<file path="src/rtl/imem_loader_pkg.sv">
// imem_loader_pkg -- shared definitions for the instruction-memory boot loader.
//   SYNC_BYTE : frame start marker
//   LEN_W     : width of the word-count field that follows the sync byte
//   state_t   : loader FSM states (CHK exists only with IMEM_LOADER_CHECKSUM_EN)
package imem_loader_pkg;

  localparam logic [7:0] SYNC_BYTE = 8'hA5;
  localparam int         LEN_W     = 16;

`ifdef IMEM_LOADER_CHECKSUM_EN
  typedef enum logic [2:0] {
    IDLE, LEN0, LEN1, DATA, WRITE, CHK, DONE, ERR
  } state_t;
`else
  typedef enum logic [2:0] {
    IDLE, LEN0, LEN1, DATA, WRITE, DONE, ERR
  } state_t;
`endif

endpackage

</file>
<file path="src/rtl/imem_loader_byte_packer.sv">
// byte_packer -- collects four bytes into a little-endian 32-bit word.
//   clk, rst : clock, async active-low reset
//   en       : a byte is accepted this cycle
//   din      : byte value
//   word     : assembled word; the first byte of a group lands in [7:0]
//   full     : high in the cycle the 4th byte of a group is accepted
// The word register only shifts on en, so it holds steady while the
// parent issues the memory write.
module byte_packer (
  input  logic        clk,
  input  logic        rst,
  input  logic        en,
  input  logic [7:0]  din,
  output logic [31:0] word,
  output logic        full
);

  logic [1:0] cnt;

  always_ff @(posedge clk or negedge rst) begin
    if (!rst) begin
      word <= '0;
      cnt  <= '0;
    end else if (en) begin
      // newest byte enters at the top; after four shifts the first is at [7:0]
      word <= {din, word[31:8]};
      cnt  <= cnt + 2'd1;
    end
  end

  assign full = en && (cnt == 2'd3);

endmodule

</file>
<file path="src/rtl/imem_loader.sv">
// imem_loader -- receives a framed byte stream and writes it into an external
// instruction memory, holding the downstream core in reset until done.
// Frame: A5, len_lo, len_hi, N*4 data bytes [, xor checksum].
// Optional feature macro: IMEM_LOADER_CHECKSUM_EN (running XOR over length and
// data bytes, verified against one trailing byte).
// Ports:
//   clk, rst        : clock, async active-low reset
//   in_valid/in_data/in_ready : byte stream handshake
//   imem_we/imem_addr/imem_wdata : instruction-memory write port
//   core_rst_n      : core hold, released only on a good load
//   done, error     : load outcome
//   words_loaded    : words written so far
module imem_loader
  import imem_loader_pkg::*;
#(
  parameter int unsigned ADDR_W    = 8,
  parameter logic [31:0] BASE_ADDR = 32'h0000_0000
) (
  input  logic              clk,
  input  logic              rst,
  input  logic              in_valid,
  input  logic [7:0]        in_data,
  output logic              in_ready,
  output logic              imem_we,
  output logic [31:0]       imem_addr,
  output logic [31:0]       imem_wdata,
  output logic              core_rst_n,
  output logic              done,
  output logic              error,
  output logic [ADDR_W:0]   words_loaded
);

  localparam logic [31:0] CAP = 32'd1 << ADDR_W;

`ifdef IMEM_LOADER_CHECKSUM_EN
  localparam state_t FIN = CHK;
`else
  localparam state_t FIN = DONE;
`endif

  state_t            st, nxt;
  logic              live;
  logic              acc;
  logic              pk_full;
  logic [31:0]       pk_word;
  logic [LEN_W-1:0]  len;
  logic [LEN_W-1:0]  n_in;
  logic [ADDR_W:0]   wl_inc;

  // live keeps in_ready low in reset and for the cycle before the first edge
  assign in_ready = live && (st != WRITE) && (st != DONE);
  assign acc      = in_valid && in_ready;
  assign n_in     = {in_data, len[7:0]};
  assign wl_inc   = words_loaded + 1'b1;

  byte_packer u_pack (
    .clk  (clk),
    .rst  (rst),
    .en   (acc && (st == DATA)),
    .din  (in_data),
    .word (pk_word),
    .full (pk_full)
  );

  always_ff @(posedge clk or negedge rst) begin
    if (!rst) begin
      st           <= IDLE;
      live         <= 1'b0;
      len          <= '0;
      words_loaded <= '0;
    end else begin
      st   <= nxt;
      live <= 1'b1;
      if (acc && (st == LEN0)) len[7:0]  <= in_data;
      if (acc && (st == LEN1)) len[15:8] <= in_data;
      if (st == WRITE)         words_loaded <= wl_inc;
    end
  end

`ifdef IMEM_LOADER_CHECKSUM_EN
  logic [7:0] csum;

  always_ff @(posedge clk or negedge rst) begin
    if (!rst)
      csum <= '0;
    else if (acc && ((st == LEN0) || (st == LEN1) || (st == DATA)))
      csum <= csum ^ in_data;
  end
`endif

  always_comb begin
    nxt = st;
    unique case (st)
      IDLE:  if (acc && (in_data == SYNC_BYTE)) nxt = LEN0;
      LEN0:  if (acc) nxt = LEN1;
      LEN1:
        if (acc) begin
          if (32'(n_in) > CAP)   nxt = ERR;
          else if (n_in == '0)   nxt = FIN;
          else                   nxt = DATA;
        end
      DATA:  if (pk_full) nxt = WRITE;
      WRITE: nxt = (32'(wl_inc) < 32'(len)) ? DATA : FIN;
`ifdef IMEM_LOADER_CHECKSUM_EN
      CHK:   if (acc) nxt = (in_data == csum) ? DONE : ERR;
`endif
      DONE:  nxt = DONE;
      ERR:   nxt = ERR;
      default: nxt = IDLE;
    endcase
  end

  // 32-bit modulo address; words_loaded is the index of the word in flight
  assign imem_we    = (st == WRITE);
  assign imem_addr  = BASE_ADDR + (32'(words_loaded) << 2);
  assign imem_wdata = pk_word;
  assign core_rst_n = (st == DONE);
  assign done       = (st == DONE);
  assign error      = (st == ERR);

endmodule

</file>
<file path="config.mk">
export PLATFORM = sky130hd
export DESIGN_NAME = imem_loader
export DESIGN_NICKNAME = d
export VERILOG_FILES = /design/src/rtl/imem_loader_pkg.sv /design/src/rtl/imem_loader_byte_packer.sv /design/src/rtl/imem_loader.sv
export SDC_FILE = /design/constraint.sdc
export NUM_CORES = 1
export LEC_CHECK = 0
export CORE_UTILIZATION = 41
export DETAILED_ROUTE_END_ITERATION = 12
export DONT_BUFFER_PORTS = 1
export GPL_ROUTABILITY_DRIVEN = 0
export GPL_TIMING_DRIVEN = 0
export PLACE_DENSITY = 0.58
export SLEW_MARGIN = 20
export SYNTH_ARGS = -nofsm -noshare
export SYNTH_HDL_FRONTEND = slang
export SYNTH_SLANG_ARGS = --single-unit
</file>
<file path="constraint.sdc">
create_clock -name clk -period 6 [get_ports clk]
set_input_delay 1.2 -clock clk [delete_from_list [all_inputs] [get_ports clk]]
set_output_delay 1.2 -clock clk [all_outputs]
set_load 0.1 [all_outputs]
</file>
; Word-level counts from Yosys, hierarchy flattened
; Cells that the tools add are included.
[totals]
ff_bits = 63
latchBits = 0
ram_bits = 0
romBits = 0
inputBits = 11
out_inout_bits = 78
wordCells = 44
memories = 0
[op_classes]
n_addsub = 2
multipliers = 0
div = 0
magnitude_cmp = 2
eq_ne = 14
n_shift = 0
muxes = 8
n_bitwise = 0
n_reduce_logical = 11
[op_table]
columns = cell, count
row1 = 3-bit two-way mux, 7
row2 = 3-bit one-hot mux with 7 select lines, 1
row3 = "16-bit by 9-bit > comparator with 1-bit output, second input constant", 1
row4 = 16-bit logical NOT, 1
row5 = 9-bit by 16-bit < comparator with 1-bit output, 1
row6 = "9-bit by 1-bit adder with 9-bit output, second input constant", 1
row7 = "3-bit == test, second input constant", 3
row8 = "8-bit == test, second input constant", 1
row9 = 1-bit logical AND, 8
row10 = "2-bit inequality test, second input constant", 4
row11 = "3-bit by 2-bit == test with 1-bit output, second input constant", 2
row12 = "3-bit inequality test, second input constant", 2
row13 = 4-bit AND reduction, 1
row14 = "3-bit by 1-bit == test with 1-bit output, second input constant", 1
row15 = 3-bit logical NOT, 1
row16 = "2-bit by 1-bit adder with 2-bit output, second input constant", 1
row17 = "2-bit == test, second input constant", 1

; Logic depth before layout (Yosys ltp)
[logic_depth]
ltp_word = 8
depth_mapped = 10
ltp_nobuf = 10

; Cells and area by module
; Synthesis repeated with hierarchy kept, for this count alone.
[unflattened]
hier_cells = 267
hier_area_um2 = 3278.1
[by_module_without_submodules]
columns = mod, instances, cells_each, area_each_um2, seq_area_each_um2
row1 = imem_loader, 1, 193, 1851.8, 725.7
row2 = byte_packer, 1, 74, 1426.4, 850.8

; Worst setup path before layout
; OpenSTA, ideal clock, no wires.
[synth_path]
path_kind = flip-flop to output port
startpoint = register st[0]
endpoint = output port error
t_arrival_ps = 1967
t_required_ps = 4800
slack_ps = 2833
path_stages_with_launch = 4
n_path_buf = 1
cell_sequence = dfrtp_1 buf_2 nand2b_1 nor2_1
[synth_between]
elab_chain_len = 1
[synth_lines]
columns = item, line
row1 = start: declaration, imem_loader.sv:41  ; state_t st, nxt;
row2 = start signal: assignment, imem_loader.sv:72  ; st <= nxt;
row3 = 3-bit == test, imem_loader.sv:119  ; assign error = (st == ERR);
row4 = end: declaration, imem_loader.sv:29  ; output logic error,
; No other way between the ends.

; Final worst setup path
[layout_path]
startpoint = register words_loaded[0]
endpoint = register st[1]
[layout_between]
elab_chain_len = 4
[layout_lines]
columns = item, line
row1 = start: declaration, imem_loader.sv:30  ; output logic [ADDR_W:0] words_loaded
row2 = start signal: assignment, imem_loader.sv:76  ; if (st == WRITE) words_loaded <= wl_inc;
row3 = 9-bit by 1-bit adder with 9-bit output, imem_loader.sv:54  ; assign wl_inc = words_loaded + 1'b1;
row4 = named net wl_inc[8], imem_loader.sv:48  ; logic [ADDR_W:0] wl_inc;
row5 = 9-bit by 16-bit < comparator with 1-bit output, imem_loader.sv:103  ; WRITE: nxt = (32'(wl_inc) < 32'(len)) ? DATA : FIN;
row6 = 3-bit two-way mux, imem_loader.sv:103
row7 = 3-bit one-hot mux with 7 select lines, imem_loader.sv:93  ; unique case (st)
; The timed path passes the listed nets, and every way through them passes these cells.
; A chain may end at the register's enable or synchronous reset.

==> results.sh <==
export IMPL_cts_clk_slew_worst_paths_ns=0.07
export IMPL_ys_async_sr_fraction_pct=100.0
export IMPL_critPathLaunchType="flop"
export IMPL_finalSetupViolCount=0
export IMPL_grt_pass1_vias=1896
export IMPL_drc=0
export IMPL_fmax_ghz=0.2701
export IMPL_synth_edf_count=0
export IMPL_dpl_hpwl_microns=4310
export IMPL_required_ns=6.22
export IMPL_die_area_sq_um=8039
export IMPL_num_nets_final=325
export IMPL_critPathBufInv=0
export IMPL_cts_tree="done"
export IMPL_routedWlPerCell_microns=14.54
export IMPL_arrival_ns=3.92
export IMPL_rsz0062_at_grt="no"
export IMPL_period_minus_slack_ns=3.702
export IMPL_postSynthCellCount=271
export IMPL_synth_top_area_share_pct=50.04
export IMPL_setup_worst_path_start="words_loaded[0]"
export IMPL_row_count=31
export IMPL_yosys_area_top_type="dfrtp_1"
export IMPL_drtPass1Iterations=4
export IMPL_fillers=668
export IMPL_drt_iter0_drc=79
export IMPL_diodes=0
export IMPL_drv_slew=0
export IMPL_post_cts_resized=0
export IMPL_cts_hold_buffers_added=0
export IMPL_hp_start="u_pack.cnt[0]"
export IMPL_grt_max_degree=64
export IMPL_synth_cell_area_sq_um=3151
export IMPL_num_io_pins=89
export IMPL_finalCritPeriodShare_pct=61.70
export IMPL_synth_cell_type_count=40
export IMPL_insertion_delay_ns=0.33
export IMPL_antenna_left=0
export IMPL_cts_root_buf="clkbuf_8"
export IMPL_worstPathCellList="ha_1 > and3_1 > nand3_1 > nor2_1 > xor2_1 > ha_1 > o211ai_1 > a2111oi_0 > nor3_1 > a211o_1"
export IMPL_area_growth_pct=13.38
export IMPL_worst_pin_slew_ns=1.082
export IMPL_maxSlewHeadroom_pct=27.79
export IMPL_outcome="complete, no violations"
export IMPL_cp_slowest_cell="dfrtp_1"
export IMPL_ys_warn_count=0
export IMPL_vias_per_cell=4.841
export IMPL_synth_seq_cells=63
export IMPL_fin_tns_setup_ns=0
export IMPL_crit_family="flip-flops"
export IMPL_h_tree_depth=3
export IMPL_synth_area_leaders="dfrtp_1, mux2_2, buf_4, ha_1, nand2_1"
export IMPL_grt_pass1_wl_microns=9425
export IMPL_layout_drive_gt1_share_pct=33.33
export IMPL_vias=1975
export IMPL_slowest_delay_ns=1.03
export IMPL_numCtsBuffers=9
export IMPL_avgSynthCellArea_sq_um=11.63
export IMPL_worstPathMaxFanout=6
export IMPL_clock_sinks=63
export IMPL_coreArea_sq_um=7331
export IMPL_grtUsageTotal_pct=15.86
export IMPL_cpMostUsedCell="ha_1"
export IMPL_grt_overflow_total=0
export IMPL_dieHeight_microns=89.66
export IMPL_drt_total_wl_microns=5932
export IMPL_path_class="reg -> reg"
export IMPL_die_x_microns=89.66
export IMPL_synth_most_common_cell="dfrtp_1"
export IMPL_cts_setup_buffers=0
export IMPL_synthTopCellsByCount="dfrtp_1, mux2_2, buf_4, nand2_1, inv_1"
export IMPL_antenna_found_initial=0
export IMPL_drv_cap=0
export IMPL_clk_path_buf_depth=2
export IMPL_timing_rr_start="words_loaded[0]"
export IMPL_ys_seq_area_share_pct=50.04
export IMPL_synth_flop_cell="dfrtp_1"
export IMPL_io_buffers=0
export IMPL_start_util_pct=42.98
export IMPL_fin_skew_ns=0.006777
export IMPL_hp_class="reg -> reg"
export IMPL_final_hold_violation_count=0
export IMPL_crit_path_end_kind="flop"
per-layer routing:
layer | global-route usage, % | up-vias | wire (microns)
met5 | 0 | - | 0
met3 | 5.027 | 11 | 394
met1 | 21.47 | 967 | 2631
li1 | - | 939 | -
met4 | 7.359 | 0 | 120
met2 | 23.14 | 58 | 2786
final cells by class:
cell class              count  area (sq um)  area share (%)
plain buffers              42         295.3           8.266
clock buffers              10         127.6           3.573
clock inverters             6         85.08           2.382
inverters                  12         45.04           1.261
multi-input cells         176          1319           36.92
flip-flops and latches     63          1577           44.13
well taps                  99         123.9           3.468
worst reg2reg max path, delay by kind of cell (launching register included):
kind	cells	cell delay, ns
fa+ha+maj	2	0.58
xor+xnor	1	0.23
flops	1	1.03
compound gates	3	1.03
simple gates	4	0.70
stage by stage:
| step | util, % | setup WS (ns) | hold WS [ns] | std cells | instance area [sq um] |
|---|---|---|---|---|---|
| after floorplan | - | 2.833 | 0.4480 | 293 | 3233 |
| final | 48.73 | 2.298 | 0.4900 | 408 | 3572 |
| after CTS | 48.73 | 2.320 | 0.4894 | 408 | 3572 |
| after global placement | 45.79 | 2.362 | 0.4627 | 392 | 3357 |
| after global routing | 48.73 | 2.107 | 0.4973 | 408 | 3572 |
| after detailed placement | 45.83 | 2.345 | 0.4780 | 392 | 3359 |
worst paths after layout:
path / to / slack (ns) / cells after the start
min in group asynchronous: words_loaded[5] / 0.56 / 0
max reg2reg: st[1] / 2.30 / 10
min reg2reg: u_pack.cnt[0] / 0.49 / 1
max: st[1] / 2.30 / 10
min: u_pack.cnt[0] / 0.49 / 1
max in group asynchronous: len[11] / 5.32 / 0
sequential cells by signal (all words and copies together) (netlist names):
signal,flops
len,16
live,1
st,3
u_pack.cnt,2
u_pack.word,32
words_loaded,9
placed cells by master, fill, tap and decap left out, types with 2 or more instances in the layout:
cell type and instances:
clkbuf_1 4, a31oi_1 2, clkinv_2 2, nand2_1 24, bufinv_16 2, and3_1 3, xor2_1 9, nor2_1 6
clkbuf_8 9, o21ai_0 11, buf_2 5, clkinvlp_4 2, nor3_1 4, a2111oi_0 2, nand2b_1 2, xnor2_1 8
nand4_1 3, nor4_1 3, ha_1 10, inv_1 12, mux2_2 41, buf_4 33, conb_1 24, nand3_1 4
dfrtp_1 63, nor3_2 2
kinds of logic after synthesis:
logic type | share of synthesized area, %
compound gates | 5.163
flops | 50.04
xor+xnor | 4.726
mux | 14.65
fa+ha+maj | 3.971
simple gates | 10.41
other cells | 0.2384
buf+inv | 10.80
Power is left out: the tool's default activity adds up to more than one toggle a clock period on the data nets, which glitch-free logic cannot reach.
